==> config.mk <==
export PLATFORM = sky130hd
export DESIGN_NAME = stoch_arith_unit_flat
export DESIGN_NICKNAME = d
export VERILOG_FILES = /design/src/rtl/stoch_arith_if.sv /design/src/rtl/stoch_arith_unit.sv /design/src/flat_wrapper.sv
export SDC_FILE = /design/constraint.sdc
export NUM_CORES = 1
export LEC_CHECK = 0
export ABC_AREA = 1
export BUFFER_PORTS_ARGS = -buffer_cell sky130_fd_sc_hd__buf_2
export CAP_MARGIN = 20
export CORE_MARGIN = 5
export CORE_UTILIZATION = 40
export CTS_CLUSTER_DIAMETER = 40
export DETAILED_ROUTE_END_ITERATION = 10
export PLACE_DENSITY_LB_ADDON = 0.15
export SKIP_LAST_GASP = 1
export SLEW_MARGIN = 5
export SYNTH_ARGS = -nofsm -noshare
export SYNTH_HDL_FRONTEND = slang
export SYNTH_SLANG_ARGS = --single-unit
==> constraint.sdc <==
create_clock -name clk -period 5.71 [get_ports clk]
set_input_delay 0 -clock clk [delete_from_list [all_inputs] [get_ports clk]]
set_output_delay 0 -clock clk [all_outputs]
set_load 0.02 [all_outputs]
==> src/rtl/stoch_arith_if.sv <==
// stoch_arith_if: operand/handshake bundle between the host pins and stoch_arith_unit
// master drives en, start, mode, prob_a, prob_b, prob_sel; slave returns busy, valid, result
// sn_tap (stream probe) exists only when STOCH_SN_TAP_EN is defined
interface stoch_arith_if #(
  parameter int PW       = 8,
  parameter int WIN_LOG2 = 8
);
  logic                en;
  logic                start;
  logic [1:0]          mode;
  logic [PW-1:0]       prob_a;
  logic [PW-1:0]       prob_b;
  logic [PW-1:0]       prob_sel;
  logic                busy;
  logic                valid;
  logic [WIN_LOG2:0]   result;
`ifdef STOCH_SN_TAP_EN
  logic                sn_tap;
  modport master (output en, start, mode, prob_a, prob_b, prob_sel, input busy, valid, result, sn_tap);
  modport slave  (input en, start, mode, prob_a, prob_b, prob_sel, output busy, valid, result, sn_tap);
`else
  modport master (output en, start, mode, prob_a, prob_b, prob_sel, input busy, valid, result);
  modport slave  (input en, start, mode, prob_a, prob_b, prob_sel, output busy, valid, result);
`endif
endinterface

==> src/rtl/stoch_arith_unit.sv <==
// stoch_arith_unit: LFSR-driven stochastic add/mul engine with windowed ones-count readback
// ports: clk, rst_n (async, active-high), bus (stoch_arith_if.slave: en/start/mode/probs in,
// busy/valid/result out); STOCH_SN_TAP_EN adds bus.sn_tap, the registered RUN stream bit
module stoch_arith_unit #(
  parameter int                PW       = 8,
  parameter int                LFSR_W   = 31,
  parameter int                WIN_LOG2 = 8,
  parameter logic [LFSR_W-1:0] SEED_A   = 1,
  parameter logic [LFSR_W-1:0] SEED_B   = 2,
  parameter logic [LFSR_W-1:0] SEED_S   = 3
) (
  input logic           clk,
  input logic           rst_n,
  stoch_arith_if.slave  bus
);
  localparam logic [1:0] IDLE = 2'd0, PRIME = 2'd1, RUN = 2'd2, DONE = 2'd3;
  // feedback tap masks: tap n sits at bit n-1
  localparam logic [63:0] TAPS64 = LFSR_W == 16 ? 64'h0000_B400 :
                                   LFSR_W == 24 ? 64'h00E1_0000 :
                                   LFSR_W == 31 ? 64'h4800_0000 : 64'h8020_0003;
  localparam logic [LFSR_W-1:0] TAPS = TAPS64[LFSR_W-1:0];
  if (LFSR_W != 16 && LFSR_W != 24 && LFSR_W != 31 && LFSR_W != 32) begin : g_bad_lfsr_w
    $error("stoch_arith_unit: LFSR_W must be 16, 24, 31 or 32");
  end
  logic [LFSR_W-1:0]   lfsr_a_q, lfsr_b_q, lfsr_s_q;
  logic [1:0]          state_q, state_d, mode_q;
  logic [PW-1:0]       pa_q, pb_q, ps_q;
  logic                sn_a_q, sn_b_q, sn_s_q, stream, accept, last;
  logic [WIN_LOG2-1:0] win_q;
  logic [WIN_LOG2:0]   count_q, result_q;
  function automatic logic [LFSR_W-1:0] step(input logic [LFSR_W-1:0] x);
    return {x[LFSR_W-2:0], ^(x & TAPS)};
  endfunction
  assign stream = mode_q == 2'b00 ? (sn_s_q ? sn_b_q : sn_a_q) :
                  mode_q == 2'b01 ? sn_a_q & sn_b_q :
                  mode_q == 2'b10 ? ~(sn_a_q ^ sn_b_q) : sn_a_q;
  assign accept = state_q == IDLE && bus.start;
  assign last   = state_q == RUN && &win_q;
  always_comb
    state_d = accept ? PRIME : state_q == PRIME ? RUN : last ? DONE : state_q == DONE ? IDLE : state_q;
  always_ff @(posedge clk or posedge rst_n)
    if (rst_n) begin
      lfsr_a_q <= SEED_A;
      lfsr_b_q <= SEED_B;
      lfsr_s_q <= SEED_S;
      state_q  <= IDLE;
      mode_q   <= '0;
      pa_q     <= '0;
      pb_q     <= '0;
      ps_q     <= '0;
      sn_a_q   <= 1'b0;
      sn_b_q   <= 1'b0;
      sn_s_q   <= 1'b0;
      win_q    <= '0;
      count_q  <= '0;
      result_q <= '0;
    end else if (bus.en) begin
      lfsr_a_q <= step(lfsr_a_q);
      lfsr_b_q <= step(lfsr_b_q);
      lfsr_s_q <= step(lfsr_s_q);
      sn_a_q   <= lfsr_a_q[PW-1:0] < pa_q;
      sn_b_q   <= lfsr_b_q[PW-1:0] < pb_q;
      sn_s_q   <= lfsr_s_q[PW-1:0] < ps_q;
      state_q  <= state_d;
      if (accept) begin
        mode_q  <= bus.mode;
        pa_q    <= bus.prob_a;
        pb_q    <= bus.prob_b;
        ps_q    <= bus.prob_sel;
        win_q   <= '0;
        count_q <= '0;
      end
      if (state_q == RUN) begin
        win_q   <= win_q + WIN_LOG2'(1);
        count_q <= count_q + (WIN_LOG2+1)'(stream);
      end
      // publish the final sum on entry to DONE so result is current while valid is high
      if (last) result_q <= count_q + (WIN_LOG2+1)'(stream);
    end
  assign bus.busy   = state_q != IDLE;
  assign bus.valid  = state_q == DONE && bus.en;
  assign bus.result = result_q;
`ifdef STOCH_SN_TAP_EN
  logic sn_tap_q;
  always_ff @(posedge clk or posedge rst_n)
    if (rst_n) sn_tap_q <= 1'b0;
    else if (bus.en) sn_tap_q <= state_q == RUN && stream;
  assign bus.sn_tap = sn_tap_q;
`endif
endmodule

==> src/flat_wrapper.sv <==
// flat-port wrapper written by rule: the top's interface ports become plain ports
module stoch_arith_unit_flat 
#(
  parameter int                PW       = 8,
  parameter int                LFSR_W   = 31,
  parameter int                WIN_LOG2 = 8,
  parameter logic [LFSR_W-1:0] SEED_A   = 1,
  parameter logic [LFSR_W-1:0] SEED_B   = 2,
  parameter logic [LFSR_W-1:0] SEED_S   = 3
)
  (clk, rst_n, bus_en, bus_start, bus_mode, bus_prob_a, bus_prob_b, bus_prob_sel, bus_busy, bus_valid, bus_result);
  stoch_arith_if #(.PW(PW), .WIN_LOG2(WIN_LOG2)) bus_i ();
  input logic clk;
  input logic rst_n;
  input wire logic [$bits(bus_i.en)-1:0] bus_en;
  input wire logic [$bits(bus_i.start)-1:0] bus_start;
  input wire logic [$bits(bus_i.mode)-1:0] bus_mode;
  input wire logic [$bits(bus_i.prob_a)-1:0] bus_prob_a;
  input wire logic [$bits(bus_i.prob_b)-1:0] bus_prob_b;
  input wire logic [$bits(bus_i.prob_sel)-1:0] bus_prob_sel;
  output wire logic [$bits(bus_i.busy)-1:0] bus_busy;
  output wire logic [$bits(bus_i.valid)-1:0] bus_valid;
  output wire logic [$bits(bus_i.result)-1:0] bus_result;
  assign bus_i.en = bus_en;
  assign bus_i.start = bus_start;
  assign bus_i.mode = bus_mode;
  assign bus_i.prob_a = bus_prob_a;
  assign bus_i.prob_b = bus_prob_b;
  assign bus_i.prob_sel = bus_prob_sel;
  assign bus_busy = bus_i.busy;
  assign bus_valid = bus_i.valid;
  assign bus_result = bus_i.result;
  stoch_arith_unit #(.PW(PW), .LFSR_W(LFSR_W), .WIN_LOG2(WIN_LOG2), .SEED_A(SEED_A), .SEED_B(SEED_B), .SEED_S(SEED_S)) u_core (.clk(clk), .rst_n(rst_n), .bus(bus_i));
endmodule
# Word-level counts from Yosys, hierarchy flattened
# Cells that the tools add are included.
[classes]
add_sub_neg = 2
n_lt_le_gt_ge = 3
n_eq_ne = 5
muxes = 12
bitwise_logic = 3
reduce_logical = 16
[op_table]
columns = ["operator", "n"]
rows = [
  ["31-bit XOR reduction", 3],
  ["8-bit less-than comparator", 3],
  ["9-bit two-way mux", 2],
  ["8-bit two-way mux", 2],
  ["9-bit by 1-bit adder with 9-bit output", 1],
  ["8-bit by 1-bit adder with 8-bit output, second input constant", 1],
  ["2-bit two-way mux", 4],
  ["2-bit AND reduction", 4],
  ["8-bit AND reduction", 1],
  ["2-bit equality test, second input constant", 3],
  ["2-bit by 1-bit equality test with 1-bit output, second input constant", 2],
  ["2-bit logical NOT", 2],
  ["1-bit two-way mux", 4],
  ["2-bit nonzero test", 2],
  ["4-bit nonzero test", 1],
  ["1-bit logical AND", 3],
  ["1-bit AND", 1],
  ["1-bit NOT", 1],
  ["1-bit bitwise XOR", 1],
]
[word_totals]
reg_bits = 150
input_bits = 30
out_inout_bits = 11
word_cells = 55

# Longest topological paths before layout
[depth]
word_depth = 7
depth_mapped = 13
depth_no_buf = 13

# Worst setup path after synthesis
# No wires, ideal clock.
[synth_timing]
path_type = "flip-flop to flip-flop"
from = "register u_core.sn_b_q"
to = "register u_core.count_q[8]"
setup_time_ns = 0.117
arrival_time_ns = 1.852
t_required_ns = 5.593
setup_slack_ns = 3.741
path_stages_with_launch = 14
n_path_buf = 0
period_less_slack_ns = 1.969
path_cell_list = "dfrtp_1 ha_1 o21ai_0 a21oi_1 a21oi_1 ha_1 ha_1 nand3_1 nor2_1 nand3_1 nand2_1 nand2_1 nand2_1 nand2_1"
[synth_between]
elab_chain_len = 7
elab_cells_between_ends = 9
cone_classes = "1 x add/sub; 5 x mux; 3 x bitwise"
[synth_rtl]
columns = ["element", "line_no", "text"]
rows = [
  ["start: declaration", "stoch_arith_unit.sv:28", "logic sn_a_q, sn_b_q, sn_s_q, stream, accept, last;"],
  ["start signal: assignment", "stoch_arith_unit.sv:62", "sn_b_q <= lfsr_b_q[PW-1:0] < pb_q;"],
  ["1-bit bitwise XOR", "stoch_arith_unit.sv:36", "mode_q == 2'b10 ? ~(sn_a_q ^ sn_b_q) : sn_a_q;"],
  ["1-bit NOT", "stoch_arith_unit.sv:36", ""],
  ["1-bit two-way mux", "stoch_arith_unit.sv:36", ""],
  ["1-bit two-way mux", "stoch_arith_unit.sv:35", "mode_q == 2'b01 ? sn_a_q & sn_b_q :"],
  ["1-bit two-way mux (*)", "stoch_arith_unit.sv:34", "assign stream = mode_q == 2'b00 ? (sn_s_q ? sn_b_q : sn_a_q) :"],
  ["9-bit by 1-bit adder with 9-bit output (*)", "stoch_arith_unit.sv:75", "count_q <= count_q + (WIN_LOG2+1)'(stream);"],
  ["9-bit two-way mux (*)", "stoch_arith_unit.sv:73", "if (state_q == RUN) begin"],
  ["end signal: assignment", "stoch_arith_unit.sv:75", ""],
  ["end: declaration", "stoch_arith_unit.sv:30", "logic [WIN_LOG2:0] count_q, result_q;"],
]
# Every way passes the cells marked *; elsewhere a longest branch is shown, timed or not.
# A chain may end at the register's enable or synchronous reset.

# Final worst setup path
[layout_timing]
from = "register u_core.sn_b_q"
to = "register u_core.result_q[8], in the netlist u_core.bus.result[8]"
[layout_between]
elab_chain_len = 6
elab_cells_between_ends = 8
cone_classes = "1 x add/sub; 4 x mux; 3 x bitwise"
[layout_rtl]
columns = ["element", "line_no", "text"]
rows = [
  ["1-bit bitwise XOR", "stoch_arith_unit.sv:36", ""],
  ["1-bit NOT", "stoch_arith_unit.sv:36", ""],
  ["1-bit two-way mux", "stoch_arith_unit.sv:36", ""],
  ["1-bit two-way mux", "stoch_arith_unit.sv:35", ""],
  ["1-bit two-way mux (*)", "stoch_arith_unit.sv:34", ""],
  ["9-bit by 1-bit adder with 9-bit output (*)", "stoch_arith_unit.sv:78", "if (last) result_q <= count_q + (WIN_LOG2+1)'(stream);"],
  ["end signal: assignment", "stoch_arith_unit.sv:78", ""],
  ["end: declaration", "stoch_arith_unit.sv:30", ""],
]
# Marked as above.

==> impl_metrics.yaml <==
placed_design:
  post_dp_cell_area_um2: 7000
  place.gp.congestion: 0.769
  portBuffers: 40
  dp_hpwl_um: 8060
worst_setup_path:
  criticalPathCategory: "register to register"
  path_delay_family: "simple AND/OR/NAND/NOR gates"
  cp.required_ns: 6.02
  crit_top_cell: "nand2_1"
  r2r_cells: 13
  path_buf_inv: 0
  cp_slowest_cell: "dfrtp_1"
  crit_cells: 13
  cpPeakStageDelay_ns: 0.40
  arrival_ns: 2.49
  cp-end-kind: "register"
  crit_chain: "ha_1 -> o21ai_0 -> a21oi_1 -> a21oi_1 -> ha_1 -> ha_1 -> nand3_1 -> nor2_1 -> nand3_1 -> nand2_1 -> nand2_1 -> nand2_1 -> nand2_1"
  startpoint_type: "register"
  cp_max_fo: 4
outcome:
  status: "finished clean"
clock_tree:
  cts-root-buf: "clkbuf_16"
  cts_tree: "built"
  clkSinkCount: 150
  path_clk_slew_ns: 0.06
  clock_latency_ns: 0.42
  numCtsBuffers: 17
  cts_buffer_depth: 2
  h-tree-depth: 4
drt:
  wl_per_cell_um: 11.6
  vias: 4939
  drt_iter0_markers: 256
  drt_pre_antenna_iters: 4
  postRouteAntennaNets: 0
  viasPerCell: 4.57
  drc: 0
  drt_wl_total_um: 12600
final_layout:
  regArea_um2: 3760
  fill_cells: 1541
  multi_input_area_um2: 2510
  fin_area_um2: 7890
  final_nets: 902
  drive_gt1_share_pct: 11.3
  utilization_pct: 48.1
  area_growth_syn_to_layout_pct: 19.0
  num_antenna_cells: 0
sta:
  layout_worst_path_cycle_share_pct: 38.2
  max_freq_mhz: 459
  drv_slew: 0
  setup_tns_ns: 0
  worstMarginPinSlew_ns: 0.903
  setup_viol: 0
  rsz0062_at_grt: "no"
  fin_crit_ns: 2.18
  hold_viol: 0
  clock_skew_ns: 0.00808
  slew_headroom_pct: 39.8
global_route:
  grt_pass1_wl_um: 22200
  grt_max_degree: 86
  grt-ovfl-total: 0
  grt_usage_pct: 13.8
  antenna_found_initial: 0
  grt_pass1_vias: 4839
die:
  io_pins: 41
  coreArea_um2: 16400
  die_area_um2: 19300
  rows: 47
  dieWidth_um: 139
  die_h_um: 139
  initial_core_util_pct: 40.4
synthesis:
  synth-main-ff-cell: "dfrtp_1"
  synthMostInstantiatedCell: "nand2_1"
  yosys-top-cells-area: "dfrtp_1 55%, nand2_1 23%, ha_1 4.7%"
  ys_seq_area_share_pct: 56.7
  syn_avg_cell_area_um2: 8.46
  synth_top_area_share_pct: 55.1
  synth_commonest_cells: "414 x nand2_1, 146 x dfrtp_1, 52 x inv_1, 30 x o21ai_0, 25 x ha_1"
  synthCells: 784
  synth_edf_count: 0
  synth_warnings: 0
  synth_nets: 839
  synth-seq-cells: 150
  yosysTopAreaCell: "dfrtp_1"
  async_flop_share_pct: 100
  syn_area_um2: 6630
  ys_types: 34
min_path:
  whs_path_depth: 3
  hp-class: "input port to register"
pwr:
  total_power_mw: 2.93
  power_density_nw_per_um2: 372
  peakVddDrop_mv: 0.200
  leakage_nw: 4.31
flow_run:
  drv_cap: 0
[final timing paths]
check | startpoint | slack (ns) | endpoint
setup reg to reg | u_core.sn_b_q$_DFFE_PP0P_ | 3.53 | u_core.bus.result[8]$_DFFE_PP0P_
setup / recovery | u_core.sn_b_q$_DFFE_PP0P_ | 3.53 | u_core.bus.result[8]$_DFFE_PP0P_
min in group asynchronous | rst_n | 0.24 | u_core.state_q[1]$_DFFE_PP0P_
max in group asynchronous | rst_n | 4.11 | u_core.lfsr_b_q[30]$_DFFE_PP0P_
hold / removal | bus_en | 0.16 | u_core.lfsr_s_q[24]$_DFFE_PP0P_
hold reg to reg | u_core.lfsr_a_q[22]$_DFFE_PP0P_ | 0.47 | u_core.lfsr_a_q[22]$_DFFE_PP0P_
[area by class of cell]
| type | instances | share of cell area [%] |
|---|---|---|
| clock inverters | 7 | 1.51 |
| well taps | 220 | 3.49 |
| flip-flops and latches | 150 | 47.6 |
| clock buffers | 25 | 6.28 |
| repair buffers | 72 | 6.47 |
| inverters | 57 | 2.81 |
| multi-input cells | 549 | 31.8 |
[worst min-delay path, delay by kind of cell]
| family | cells | cell delay, ns |
|---|---|---|
| buffers and inverters | 1 | 0.34 |
| and+or+nand+nor | 2 | 0.19 |
[routing by layer]
metal  global-route usage, %  vias up  wire, um
met5                       0        -         0
met4                    5.87        0       248
met1                    17.9     2327      6100
met2                    22.0       57      5800
met3                    3.69       18       409
li1                        -     2537         -
[cells by family after synthesis]
logic type,count (synthesis),synth area share (%)
simple gates,459,27.5
flops,150,56.7
buf+inv,85,5.43
compound gates,59,4.89
fa+ha+maj,25,4.72
xor+xnor,6,0.792
[through the flow]
step                      hold WS [ns]  instances  worst slack [ns]
after detailed placement         0.182       1020              3.51
after global placement           0.180       1020              3.57
after global routing             0.211       1080              3.31
final                            0.158       1080              3.53
after floorplan                  0.110        784              1.68
after CTS                        0.142       1080              3.53
[where the power goes]
group	internal, mW	total [mW]	switching [mW]
combinational	0.180	0.495	0.315
clock	0.734	1.14	0.409
sequential	1.22	1.30	0.0783
[repair_timing]
action | 4_1_cts | 5_1_grt
hold buffers | 28 | 0
gates resized for setup | 0 | 0
setup buffers | 0 | 0
hold endpoints to repair | 103 | 0
setup endpoints to repair | 0 | 0
[flip-flops by register name, indices dropped and copies added, names as in the netlist]
name               count
u_core.lfsr_a_q       31
u_core.lfsr_b_q       31
u_core.lfsr_s_q       31
u_core.bus.result      9
u_core.count_q         9
u_core.pa_q            8
u_core.pb_q            8
u_core.ps_q            8
u_core.win_q           8
u_core.mode_q          2
u_core.state_q         2
u_core.sn_a_q          1
u_core.sn_b_q          1
u_core.sn_s_q          1
[cells in the final DEF, fill, tap and decap left out, drive strengths merged]
| cell | Yosys | final |
|---|---|---|
| o22ai | 1 | 1 |
| dfstp | 4 | 4 |
| clkinvlp | 0 | 2 |
| dfrtp | 146 | 146 |
| buf | 23 | 44 |
| bufinv | 0 | 3 |
| ha | 25 | 25 |
| nand3b | 2 | 2 |
| a21oi | 12 | 12 |
| nand3 | 10 | 10 |
| dlygate4sd3 | 0 | 28 |
| nor3 | 2 | 2 |
| clkbuf | 5 | 25 |
| inv | 57 | 57 |
| xnor2 | 4 | 4 |
| o21bai | 1 | 1 |
| nand4 | 5 | 5 |
| xor2 | 2 | 2 |
| o211ai | 2 | 2 |
| nand2 | 417 | 417 |
| nor2 | 23 | 23 |
| o21ai | 43 | 43 |
| clkinv | 0 | 2 |
(Power assumes the default switching activity.)
